### src/rtl/uart_pkg.sv
// Shared constants and state types for the memory-mapped 8N1 UART.
package uart_pkg;

   localparam logic UART_DATA = 1'b0;
   localparam logic UART_STAT = 1'b1;

   localparam int unsigned ST_TX_FULL    = 0;
   localparam int unsigned ST_TX_EMPTY   = 1;
   localparam int unsigned ST_RX_VALID   = 2;
   localparam int unsigned ST_RX_OVR     = 3;
   localparam int unsigned ST_RX_FERR    = 4;
   localparam int unsigned ST_IRQ_EN_RX  = 5;
   localparam int unsigned ST_IRQ_EN_TXE = 6;

   typedef enum logic [1:0] {
      TX_IDLE  = 2'd0,
      TX_START = 2'd1,
      TX_DATA  = 2'd2,
      TX_STOP  = 2'd3
   } tx_state_t;

   typedef enum logic [1:0] {
      RX_IDLE  = 2'd0,
      RX_START = 2'd1,
      RX_DATA  = 2'd2,
      RX_STOP  = 2'd3
   } rx_state_t;

endpackage

### src/rtl/uart_fifo.sv
// Synchronous FIFO; full is judged before a same-cycle pop, so a push into a full FIFO is dropped.
module uart_fifo #(
   parameter int unsigned WIDTH = 8,
   parameter int unsigned DEPTH = 4
) (
   input  logic             clk_i,
   input  logic             rst_i,
   input  logic             push_i,
   input  logic             pop_i,
   input  logic [WIDTH-1:0] wdata_i,
   output logic [WIDTH-1:0] rdata_o,
   output logic             full_o,
   output logic             empty_o
);
   localparam int unsigned AW = $clog2(DEPTH);
   localparam logic [AW:0] FULL_CNT = (AW+1)'(DEPTH);

   logic [WIDTH-1:0] mem_q [DEPTH];
   logic [AW-1:0]    wptr_q, rptr_q;
   logic [AW:0]      cnt_q, cnt_d;
   logic             do_push, do_pop;

   assign full_o  = (cnt_q == FULL_CNT);
   assign empty_o = (cnt_q == '0);
   assign do_push = push_i & ~full_o;
   assign do_pop  = pop_i & ~empty_o;
   assign rdata_o = mem_q[rptr_q];

   always_comb begin
      cnt_d = cnt_q;
      case ({do_push, do_pop})
         2'b10:   cnt_d = cnt_q + 1'b1;
         2'b01:   cnt_d = cnt_q - 1'b1;
         default: cnt_d = cnt_q;
      endcase
   end

   always_ff @(posedge clk_i) begin
      if (rst_i) begin
         wptr_q <= '0;
         rptr_q <= '0;
         cnt_q  <= '0;
      end else begin
         if (do_push) wptr_q <= wptr_q + 1'b1;
         if (do_pop)  rptr_q <= rptr_q + 1'b1;
         cnt_q <= cnt_d;
      end
   end

   always_ff @(posedge clk_i) begin
      if (do_push) mem_q[wptr_q] <= wdata_i;
   end

endmodule

### src/rtl/uart_ctrl.sv
// 6502-bus UART: DATA/STATUS registers, FIFO-fed 8N1 transmitter, single-byte 8N1 receiver, level IRQ.
module uart_ctrl
   import uart_pkg::*;
#(
   parameter int unsigned CLK_HZ   = 50_000_000,
   parameter int unsigned BAUD     = 115200,
   parameter int unsigned TX_DEPTH = 4
) (
   input  logic       clk,
   input  logic       rst,
   input  logic       cs,
   input  logic       stb,
   input  logic       addr,
   input  logic       rwb,
   input  logic [7:0] data_in,
   output logic [7:0] data_out,
   input  logic       rx_i,
   output logic       tx_o,
   output logic       irq_o
);
   localparam logic [15:0] DIV  = 16'((CLK_HZ + BAUD / 2) / BAUD);
   localparam logic [15:0] HALF = DIV >> 1;

   logic acc, wr_data, wr_stat, rd_data, rd_stat;
   assign acc     = cs & stb;
   assign wr_data = acc & ~rwb & (addr == UART_DATA);
   assign wr_stat = acc & ~rwb & (addr == UART_STAT);
   assign rd_data = acc &  rwb & (addr == UART_DATA);
   assign rd_stat = acc &  rwb & (addr == UART_STAT);

   logic       tx_pop, tx_full, fifo_empty, tx_empty;
   logic [7:0] fifo_rdata;

   uart_fifo #(.WIDTH(8), .DEPTH(TX_DEPTH)) u_tx_fifo (
      .clk_i   (clk),
      .rst_i   (rst),
      .push_i  (wr_data),
      .pop_i   (tx_pop),
      .wdata_i (data_in),
      .rdata_o (fifo_rdata),
      .full_o  (tx_full),
      .empty_o (fifo_empty)
   );

   tx_state_t   tx_state_q, tx_state_d;
   logic [15:0] tx_cnt_q, tx_cnt_d;
   logic [2:0]  tx_bit_q, tx_bit_d;
   logic [7:0]  tx_sh_q, tx_sh_d;
   logic        tx_q, tx_line_d;

   assign tx_empty = fifo_empty & (tx_state_q == TX_IDLE);

   always_comb begin
      tx_state_d = tx_state_q;
      tx_cnt_d   = tx_cnt_q;
      tx_bit_d   = tx_bit_q;
      tx_sh_d    = tx_sh_q;
      tx_pop     = 1'b0;
      case (tx_state_q)
         TX_IDLE: if (!fifo_empty) begin
            tx_pop     = 1'b1;
            tx_sh_d    = fifo_rdata;
            tx_cnt_d   = DIV - 16'd1;
            tx_state_d = TX_START;
         end
         TX_START: if (tx_cnt_q == '0) begin
            tx_cnt_d   = DIV - 16'd1;
            tx_bit_d   = '0;
            tx_state_d = TX_DATA;
         end else tx_cnt_d = tx_cnt_q - 16'd1;
         TX_DATA: if (tx_cnt_q == '0) begin
            tx_cnt_d = DIV - 16'd1;
            tx_sh_d  = tx_sh_q >> 1;
            if (tx_bit_q == 3'd7) tx_state_d = TX_STOP;
            else                  tx_bit_d   = tx_bit_q + 3'd1;
         end else tx_cnt_d = tx_cnt_q - 16'd1;
         default: if (tx_cnt_q == '0) begin
            // Chain straight into the next start bit when more data is queued.
            if (!fifo_empty) begin
               tx_pop     = 1'b1;
               tx_sh_d    = fifo_rdata;
               tx_cnt_d   = DIV - 16'd1;
               tx_state_d = TX_START;
            end else tx_state_d = TX_IDLE;
         end else tx_cnt_d = tx_cnt_q - 16'd1;
      endcase
   end

   // Line is registered from the current state, so it lags the FSM by one cycle.
   always_comb begin
      case (tx_state_q)
         TX_START: tx_line_d = 1'b0;
         TX_DATA:  tx_line_d = tx_sh_q[0];
         default:  tx_line_d = 1'b1;
      endcase
   end

   logic        rx_s1_q, rx_s2_q;
   rx_state_t   rx_state_q, rx_state_d;
   logic [15:0] rx_cnt_q, rx_cnt_d;
   logic [2:0]  rx_bit_q, rx_bit_d;
   logic [7:0]  rx_sh_q, rx_sh_d;
   logic        rx_done;

   always_comb begin
      rx_state_d = rx_state_q;
      rx_cnt_d   = rx_cnt_q;
      rx_bit_d   = rx_bit_q;
      rx_sh_d    = rx_sh_q;
      rx_done    = 1'b0;
      case (rx_state_q)
         RX_IDLE: if (!rx_s2_q) begin
            rx_cnt_d   = HALF - 16'd1;
            rx_state_d = RX_START;
         end
         RX_START: if (rx_cnt_q == '0) begin
            rx_cnt_d   = DIV - 16'd1;
            rx_bit_d   = '0;
            rx_state_d = rx_s2_q ? RX_IDLE : RX_DATA;
         end else rx_cnt_d = rx_cnt_q - 16'd1;
         RX_DATA: if (rx_cnt_q == '0) begin
            rx_cnt_d = DIV - 16'd1;
            rx_sh_d  = {rx_s2_q, rx_sh_q[7:1]};
            if (rx_bit_q == 3'd7) rx_state_d = RX_STOP;
            else                  rx_bit_d   = rx_bit_q + 3'd1;
         end else rx_cnt_d = rx_cnt_q - 16'd1;
         default: if (rx_cnt_q == '0) begin
            rx_done    = 1'b1;
            rx_state_d = RX_IDLE;
         end else rx_cnt_d = rx_cnt_q - 16'd1;
      endcase
   end

   logic [7:0] rx_data_q, rx_data_d;
   logic       rx_valid_q, rx_valid_d, rx_ovr_q, rx_ovr_d, rx_ferr_q, rx_ferr_d;
   logic       en_rx_q, en_rx_d, en_txe_q, en_txe_d, irq_q, irq_d;

   // New events win over same-edge read clears.
   always_comb begin
      rx_data_d  = rx_data_q;
      rx_valid_d = rd_data ? 1'b0 : rx_valid_q;
      rx_ovr_d   = rd_stat ? 1'b0 : rx_ovr_q;
      rx_ferr_d  = rd_stat ? 1'b0 : rx_ferr_q;
      if (rx_done) begin
         if (!rx_s2_q) rx_ferr_d = 1'b1;
         if (rx_valid_q && !rd_data) rx_ovr_d = 1'b1;
         else begin
            rx_data_d  = rx_sh_q;
            rx_valid_d = 1'b1;
         end
      end
      en_rx_d  = wr_stat ? data_in[ST_IRQ_EN_RX]  : en_rx_q;
      en_txe_d = wr_stat ? data_in[ST_IRQ_EN_TXE] : en_txe_q;
      irq_d    = (en_rx_q & rx_valid_q) | (en_txe_q & tx_empty);
   end

   always_ff @(posedge clk) begin
      if (rst) begin
         tx_state_q <= TX_IDLE;
         tx_cnt_q   <= '0;
         tx_bit_q   <= '0;
         tx_sh_q    <= '0;
         tx_q       <= 1'b1;
         rx_s1_q    <= 1'b1;
         rx_s2_q    <= 1'b1;
         rx_state_q <= RX_IDLE;
         rx_cnt_q   <= '0;
         rx_bit_q   <= '0;
         rx_sh_q    <= '0;
         rx_data_q  <= '0;
         rx_valid_q <= 1'b0;
         rx_ovr_q   <= 1'b0;
         rx_ferr_q  <= 1'b0;
         en_rx_q    <= 1'b0;
         en_txe_q   <= 1'b0;
         irq_q      <= 1'b0;
      end else begin
         tx_state_q <= tx_state_d;
         tx_cnt_q   <= tx_cnt_d;
         tx_bit_q   <= tx_bit_d;
         tx_sh_q    <= tx_sh_d;
         tx_q       <= tx_line_d;
         rx_s1_q    <= rx_i;
         rx_s2_q    <= rx_s1_q;
         rx_state_q <= rx_state_d;
         rx_cnt_q   <= rx_cnt_d;
         rx_bit_q   <= rx_bit_d;
         rx_sh_q    <= rx_sh_d;
         rx_data_q  <= rx_data_d;
         rx_valid_q <= rx_valid_d;
         rx_ovr_q   <= rx_ovr_d;
         rx_ferr_q  <= rx_ferr_d;
         en_rx_q    <= en_rx_d;
         en_txe_q   <= en_txe_d;
         irq_q      <= irq_d;
      end
   end

   logic [7:0] status;
   assign status = {1'b0, en_txe_q, en_rx_q, rx_ferr_q, rx_ovr_q, rx_valid_q, tx_empty, tx_full};

   assign data_out = !cs ? 8'h00 : (addr == UART_STAT) ? status : rx_data_q;
   assign tx_o     = tx_q;
   assign irq_o    = irq_q;

endmodule

### config.mk
export PLATFORM = sky130hd
export DESIGN_NAME = uart_ctrl
export DESIGN_NICKNAME = d
export VERILOG_FILES = /design/src/rtl/uart_pkg.sv /design/src/rtl/uart_fifo.sv /design/src/rtl/uart_ctrl.sv
export SDC_FILE = /design/constraint.sdc
export NUM_CORES = 1
export LEC_CHECK = 0
export CORE_MARGIN = 2
export CORE_UTILIZATION = 40
export DETAILED_ROUTE_END_ITERATION = 8
export PLACE_DENSITY_LB_ADDON = 0.15
export RECOVER_POWER = 25
export SYNTH_ARGS = -nofsm -noshare
export SYNTH_HDL_FRONTEND = slang
export SYNTH_SLANG_ARGS = --single-unit
export TNS_END_PERCENT = 30
### constraint.sdc
create_clock -name clk -period 4.25 [get_ports clk]
set_input_delay 0.6375 -clock clk [delete_from_list [all_inputs] [get_ports clk]]
set_output_delay 0.6375 -clock clk [all_outputs]
set_load 0.03 [all_outputs]
---- After elaboration in Yosys (flattened, before gate mapping) ----
Memories as Yosys holds them, arrays and structs flattened. A register that Yosys moved wholly into a read port is not among the register bits.
Cells that the tools add are included.
storage, ports and cells
  register bits after elaboration ......... 82
  bits in writable memories ............... 32
  bits of input ports ..................... 15
  output and inout port bits .............. 10
  logic and storage cells ................. 148
  memories ................................ 1
memory list
  memory           words  width  read ports  clocked after memory_dff  wr ports  line             text
  u_tx_fifo.mem_q  4      8      1           1                         1         uart_fifo.sv:18  logic [WIDTH-1:0] mem_q [DEPTH];
cells by class
  add/subtract/negate cells ............... 8
  eq/ne operators ......................... 20
  multiplexer cells ....................... 56
  bitwise logic cells ..................... 19
  reduce and logical (&&, ||, !) cells .... 23
operator list
  operator               number
  $mux 16                6
  $pmux 16 s2            2
  $mux 8                 5
  $logic_not 16->1       2
  $sub 16x1->16 const B  2
  $mux 2                 13
  $pmux 8 s3             1
  $ne 2x2->1 const B     10
  $mux 3                 6
  $pmux 3 s2             3
  $mux 1                 16
  $and 1x1->1            12
  $pmux 2 s3             2
  $reduce_and 5->1       2
  $reduce_bool 2->1      5
  $add 3x1->3 const B    3
  $eq 3x3->1 const B     3
  $reduce_and 4->1       2
  $eq 2x1->1 const B     3
  $eq 2x2->1 const B     3
  $not 1->1              6
  $reduce_and 2->1       3
  $add 2x1->2 const B    2
  $logic_not 2->1        2
  other kinds (10)       12

---- Depth between registers and ports, before layout ----
Gate-level depths: netlist of run 1.
  depth in word-level cells ............... 7
  mapped depth ............................ 13

---- Cells and area by module ----
From an unflattened synthesis of run 1, not the netlist that was laid out.
second synthesis, totals
  cell total of the unflattened synthesis .. 599
  area, all modules ....................... 5798.1 sq um
by module, submodules not included
  module     times used  cells each  area an instance (sq um)  seq. area each (sq um)
  uart_ctrl  1           503         4162.7                    1501.4
  uart_fifo  1           96          1635.3                    1141.1

---- Worst setup path after synthesis of run 1 ----
No wires, ideal clock.
  path type ............................... register to register
  start ................................... register tx_cnt_q[0]
  end ..................................... register u_tx_fifo.cnt_q[2]
  setup time .............................. 70 ps
  arrival ................................. 2684 ps
  path slack .............................. 1495 ps
  stages on the path, launching flop included .. 14
  buffers on the path ..................... 1
  path through ............................ dfxtp_1 > inv_1 > ha_1 > nor4b_1 > and4_1 > clkbuf_1 > a21oi_1 > nor2_1 > ha_1 > inv_1 > fa_1 > xor2_1 > or3_1 > a21oi_1
on the way
  cells in the longest elaborated chain, start to end .. 6
  elaborated cells on any way between the ends .. 8
  those cells by class .................... eq/ne (2); mux (3); bitwise (1); reduce/logical (2)
RTL lines
  item                                                    line              text
  start: declaration                                      uart_ctrl.sv:46   logic [15:0] tx_cnt_q, tx_cnt_d;
  start signal: assignment                                uart_ctrl.sv:179  tx_cnt_q <= tx_cnt_d;
  $logic_not 16->1 (*)                                    uart_ctrl.sv:77   default: if (tx_cnt_q == '0) begin
  $mux 1 (*)                                              uart_ctrl.sv:77
  $pmux 1 s2 (*)                                          uart_ctrl.sv:59   case (tx_state_q)
  $and 1x1->1 (*)                                         uart_fifo.sv:26   assign do_pop = pop_i & ~empty_o;
  via u_tx_fifo.do_pop                                    uart_fifo.sv:21   logic do_push, do_pop;
  $eq 2x1->1 / $eq 2x2->1 (equally long branches)         uart_fifo.sv:31   case ({do_push, do_pop})
  $pmux 3 s2 / $reduce_bool 2->1 (equally long branches)  --
  end signal: assignment                                  uart_fifo.sv:46   cnt_q <= cnt_d;
  end: declaration                                        uart_fifo.sv:20   logic [AW:0] cnt_q, cnt_d;
Mark *: on every way through the listed nets, which the timed path passes. The rest lies on a longest branch.
A chain may end at the register's enable or synchronous reset.

---- Worst setup path in the final report of run 1 ----
  start ................................... input port addr
  end ..................................... output port data_out[6]
on the way
  cells in the longest elaborated chain, start to end .. 2
RTL lines
  item                  line              text
  start: declaration    uart_ctrl.sv:13   input logic addr,
  $mux 8 (2 in series)  uart_ctrl.sv:202  assign data_out = !cs ? 8'h00 : (addr == UART_STAT) ? status : rx_data_q;
  end: declaration      uart_ctrl.sv:16   output logic [7:0] data_out,
Every way passes these cells.

==> flow_summary.json, run 1 <==
{
  "cts_buffer_depth": 2,
  "start_kind": "input pin",
  "finalWeightedCongestion": 0.8033,
  "wl_per_cell_um": 14.81,
  "start_util": 0.4053,
  "clock_latency_ns": 0.41,
  "slew_viol_final": 55,
  "crit_path_max_fanout": 12,
  "vias": 4281,
  "postPlaceCellArea_um2": 5981,
  "violations": "capacitance limit, slew limit",
  "stdcell_area_um2": 6596,
  "irDropWorstVdd_mv": 0.3317,
  "slew_headroom": -0.5791,
  "min_period_ns": 3.187,
  "core_um2": 13770,
  "critical_path.cell_chain": "dlygate4sd3_1, mux2i_1, nor2b_1, clkdlybuf4s50_1",
  "cts_tree": "yes",
  "maxCapViolCount": 1,
  "root_buffer": "clkbuf_16",
  "die_width_um": 122.1,
  "cts_setup_buffers": 0,
  "dpl.hpwl_um": 7863,
  "end_kind": "output port",
  "cts_buffers": 17,
  "drtIter0Drc": 286,
  "intPower_mw": 3.079,
  "portBuffers": 24,
  "yosysSeqAreaShare": 0.4733,
  "sequentialPowerShare": 0.286,
  "cp_slowest_stage_delay_ns": 0.92,
  "synth_edf_count": 32,
  "firstDrtPassIters": 4,
  "path_class": "input pin to output port",
  "vias_per_cell": 5.433,
  "whs_path_depth": 1,
  "holdCritPathClass": "flop to flop",
  "clkPwrFrac": 0.288,
  "drcViolationCount": 0,
  "nets": 632,
  "fin_worst_skew_ns": 0.008494,
  "dieArea_um2": 14920,
  "routed_wl_um": 11670,
  "r2r_cells": 12,
  "critPathTopFamily": "buffers and inverters",
  "timing.final.crit_share": 0.7499,
  "rows": 43,
  "die_h_um": 122.1,
  "ctsHoldBuffers": 0,
  "ctsHtreeMaxLevel": 4,
  "avgSynthCellArea_um2": 9.743,
  "clk_pin_slew_ns": 0.06,
  "synth_warnings": 0,
  "syn_nets": 610,
  "syn_to_final_growth_pct": 18.15,
  "final_common_cell": "dfxtp_1",
  "switching_share": 0.4047,
  "grt_pass1_wl_um": 20220,
  "track_usage": 0.1722,
  "status": "finished, violations left",
  "combPwrFrac": 0.426,
  "diodes": 0,
  "synthFlopType": "dfxtp_1",
  "worst_path_max_delay_cell": "dlygate4sd3_1",
  "leakagePower_nw": 2.388,
  "power.density_nw_per_um2": 784.0,
  "post_cts_resize_count": 0,
  "antenna_found_initial": 0,
  "syn_inst": 573,
  "path_depth": 4,
  "syn_area_um2": 5583,
  "worstPathArrival_ns": 2.55,
  "max_freq_ghz": 0.3138,
  "final_hold_viol_count": 0,
  "fin_setup_tns_ns": 0,
  "ios": 25,
  "setup_viol_count_final": 0,
  "crit_required_ns": 3.61,
  "worst-path-buf-inv": 2,
  "synthArstFlopShare": 0,
  "grt_start_max_net_pins": 55,
  "grt_pass1_vias": 4219,
  "drive_above_1_share": 0.1003,
  "clkSinkCount": 116,
  "grt_overflow": 0,
  "ant_nets": 0,
  "power_switching_mw": 2.093,
  "ys_ff_latch": 116,
  "grt_setup_unrepaired": "false",
  "final_cell_mix": "dfxtp_1, nor2_1, a21oi_1, nand2_1, edfxtp_1",
  "synth_cell_types": 59,
  "worstMarginPinSlew_ns": 2.369
}
-- metrics by stage --
stage | util | setup slack [ns] | hold slack (ns) | std cells | power, mW
after floorplan | - | 1.495 | 0.3895 | 573 | 3.182
after global placement | 0.4342 | 1.127 | 0.3934 | 756 | 3.623
after detailed placement | 0.4342 | 1.058 | 0.3967 | 756 | 3.681
after CTS | 0.4793 | 1.107 | 0.4124 | 788 | 5.192
after global routing | 0.4789 | 0.7556 | 0.4294 | 788 | 5.540
final | 0.4789 | 1.063 | 0.4102 | 788 | 5.172
-- cell usage after synthesis, types with 2 or more instances --
master,n,share of area
xor2_1,2,0.0031
a31oi_1,3,0.0034
a21o_1,2,0.0027
a221oi_1,2,0.0031
nor3_1,18,0.016
xnor2_1,11,0.017
mux4_2,8,0.032
buf_2,2,0.0018
ha_1,21,0.047
o32ai_1,2,0.0031
nor2_1,67,0.045
clkbuf_1,24,0.016
or4_1,6,0.0081
or3_1,9,0.010
mux2_2,2,0.0040
edfxtp_1,32,0.17
mux2i_1,29,0.052
a311oi_1,2,0.0031
or2_2,8,0.0090
or3b_2,2,0.0031
a21boi_0,2,0.0027
inv_1,17,0.011
nand2_1,35,0.024
nor2b_1,11,0.012
o21ai_1,2,0.0018
nand4_1,3,0.0034
o211ai_1,3,0.0040
nand3b_1,3,0.0040
nand2b_1,13,0.015
o31ai_1,2,0.0027
o21ai_0,23,0.021
dfxtp_1,84,0.30
nand3_1,16,0.014
nor4b_1,3,0.0047
a21oi_1,47,0.042
a2bb2oi_1,2,0.0031
and2_1,7,0.0078
a22oi_1,3,0.0040
a211oi_1,15,0.020
nor4_1,11,0.012
-- area by class of cell --
type,count,area [µm²]
multi-input cells,414,2776
flip-flops and latches,116,2643
inverters,17,63.81
repair buffers,29,267.8
well taps,180,225.2
clock inverters,15,195.2
fillers,1308,7177
clock buffers,17,425.4
-- path summary, 6_finish.rpt --
path                from            endpoint  slack [ns]
max                 addr         data_out[6]        1.06
min              rx_s1_q             rx_s2_q        0.41
max reg2reg  tx_cnt_q[0]  u_tx_fifo.cnt_q[2]        1.27
min reg2reg      rx_s1_q             rx_s2_q        0.41
-- sequential cells by signal, indices dropped and copies added, names as in the netlist, 3 cells and up, named ones only --
| register | flops |
|---|---|
| rx_bit_q | 3 |
| tx_cnt_q | 16 |
| u_tx_fifo.cnt_q | 3 |
| rx_cnt_q | 16 |
| tx_bit_q | 3 |
| rx_sh_q | 8 |
| tx_sh_q | 8 |
| rx_data_q | 8 |
| u_tx_fifo.mem_q | 32 |
-- power by group through the flow --
stage	clock (mW)	combinational (mW)	sequential [mW]
after floorplan	0	1.74	1.45
after global placement	0	2.13	1.49
after detailed placement	0	2.18	1.50
after CTS	1.52	2.20	1.48
after global routing	1.56	2.47	1.51
final	1.49	2.20	1.48
-- cells by family after synthesis --
family / after synthesis / synth area share
AOI/OAI and AO/OA: 121 / 0.1365
xor gates and xnor gates: 13 / 0.02039
buffers and inverters: 43 / 0.02936
and+or+nand+nor: 219 / 0.2015
DFF: 116 / 0.4733
adders and majority gates: 22 / 0.05065
muxes: 39 / 0.08830
-- per-layer routing --
layer / vias up / wire (µm) / GRT usage
li1: 2142 / - / -
met3: 23 / 445 / 0.04494
met1: 2045 / 5666 / 0.2224
met5: - / 0 / 0
met2: 71 / 5293 / 0.2696
met4: 0 / 266 / 0.08118
Note: power is estimated with default switching activity, not from simulation.
==> inputs of run 2 (changes only) <==
==> constraint.sdc (replaced) <==
create_clock -name clk -period 2.7 [get_ports clk]
set_input_delay 0.405 -clock clk [delete_from_list [all_inputs] [get_ports clk]]
set_output_delay 0.405 -clock clk [all_outputs]
set_load 0.03 [all_outputs]
==> run 2 against run 1 <==
The flow now finishes without violations. Combinational power rose by 78%. Final cell count rose by 3.0%. Sequential power rose by 57%. Critical path depth rose by 1. First-iteration DRC count fell by 8.7%. Via count rose by 0.49%. Count of clock-buffer cells in the layout did not move. Clock skew fell by 0.0017 ns. Core utilization rose by 1.2 points. Clock power rose by 42%. Total power rose by 62%. Die area did not move.
==> flow_summary.json, run 2 (synthesized netlist as in run 1, its figures left out) <==
{
  "status": "complete, no violations",
  "rows": 43,
  "portBuffers": 24,
  "top_register": "u_tx_fifo.mem_q",
  "slew_viol_final": 0,
  "switching_share": 0.4118,
  "timing.final.crit_share": 0.9370,
  "clock_latency_ns": 0.42,
  "drtIter0Drc": 261,
  "nets": 656,
  "grt_pass1_vias": 4150,
  "end_kind": "flop",
  "final_common_cell": "dfxtp_1",
  "dpl.hpwl_um": 8311,
  "drcViolationCount": 0,
  "worstPathArrival_ns": 2.80,
  "cts_tree": "yes",
  "cts_buffer_depth": 2,
  "grt_overflow": 0,
  "drive_above_1_share": 0.1456,
  "syn_to_final_growth_pct": 21.04,
  "ios": 25,
  "die_width_um": 122.1,
  "stdcell_count": 812,
  "placed_cells": 778,
  "core_um2": 13770,
  "fin_setup_tns_ns": 0,
  "root_buffer": "clkbuf_16",
  "sequentialPowerShare": 0.278,
  "cts_buffers": 17,
  "start_util": 0.4053,
  "diodes": 0,
  "antenna_found_initial": 0,
  "pre_cts_ws_ns": 0.03161,
  "clkSinkCount": 116,
  "largest_reg_flops": 32,
  "min_period_ns": 2.530,
  "wl_per_cell_um": 14.58,
  "power.density_nw_per_um2": 1238,
  "maxCapViolCount": 0,
  "leakagePower_nw": 2.508,
  "worstMarginPinSlew_ns": 1.043,
  "slew_headroom": 0.3044,
  "grt_pass1_wl_um": 20140,
  "crit_path_max_fanout": 9,
  "grt_start_max_net_pins": 26,
  "die_h_um": 122.1,
  "power_switching_mw": 3.445,
  "vias_per_cell": 5.298,
  "power.total_mw": 8.366,
  "routed_wl_um": 11840,
  "vias": 4302,
  "combPwrFrac": 0.468,
  "max_freq_ghz": 0.3953,
  "ant_nets": 0,
  "start_kind": "flop",
  "dieArea_um2": 14920,
  "crit_required_ns": 2.97,
  "path_class": "flop to flop",
  "irDropWorstVdd_mv": 0.5809,
  "fin_worst_skew_ns": 0.006809,
  "reg_top3": "u_tx_fifo.mem_q x32, rx_cnt_q x16, tx_cnt_q x16",
  "track_usage": 0.1726,
  "holdCritPathClass": "flop to flop",
  "ctsHtreeMaxLevel": 4,
  "finalWorstSetupSlack_ns": 0.1701,
  "intPower_mw": 4.921,
  "finalWeightedCongestion": 0.8336,
  "clkPwrFrac": 0.254,
  "clk_pin_slew_ns": 0.06,
  "firstDrtPassIters": 4,
  "final_hold_viol_count": 0,
  "fin_hold_ws_ns": 0.4171,
  "setup_viol_count_final": 0,
  "final_cell_mix": "dfxtp_1, nor2_1, a21oi_1, nand2_1, edfxtp_1"
}
-- run 2: power groups by stage --
stage          Clock (mW)  Sequential, mW  Combinational, mW
3_3_place_gp            0            2.33               3.72
5_1_grt              2.26            2.37               4.38
6_report             2.12            2.32               3.92
3_5_place_dp            0            2.34               3.78
4_1_cts              2.18            2.31               3.80
2_1_floorplan           0            2.28               2.74
-- run 2: stage by stage --
stage               cell area (µm²)    util
finish                         6758  0.4906
global route                   6758  0.4906
CTS                            6710  0.4872
detailed placement             6150  0.4465
global placement               6150  0.4465
floorplan                      5589       -
-- run 2: path summary, 6_finish.rpt --
check / from / to / slack (ns) / cells past startpoint
worst min register to register: rx_s1_q / rx_s2_q / 0.42 / 1
worst max register to register: rx_cnt_q[10] / rx_cnt_q[1] / 0.17 / 5
worst max-delay path: rx_cnt_q[10] / rx_cnt_q[1] / 0.17 / 5
worst min-delay path: rx_s1_q / rx_s2_q / 0.42 / 1
-- run 2: layout make-up --
type / count / area [µm²]
Fill cell: 1333 / 7015
Multi-Input combinational cell: 414 / 2821
Sequential cell: 116 / 2643
Timing Repair Buffer: 53 / 444.2
Clock buffer: 17 / 425.4
Tap cell: 180 / 225.2
Clock inverter: 15 / 135.1
Inverter: 17 / 63.81
-- run 2: routing by layer --
| metal | wire, µm | vias up | GRT usage |
|---|---|---|---|
| li1 | - | 2189 | - |
| met1 | 5892 | 2041 | 0.2315 |
| met2 | 5433 | 56 | 0.2678 |
| met3 | 309 | 16 | 0.03792 |
| met4 | 202 | 0 | 0.07615 |
| met5 | 0 | - | 0 |
-- run 2: timing repair --
item | 4_1_cts | 5_1_grt
setup endpoints to repair | 0 | 2
setup buffers | 0 | 2
gates resized for setup | 0 | 9
hold buffers | 0 | 0
-- run 2: worst max-delay path, stage by stage, from the launching register on --
cell      delay, ns
dfxtp_1        0.35
or4_1          0.68
or4_4          0.63
a21o_1         0.27
o21bai_2       0.37
a211oi_1       0.10
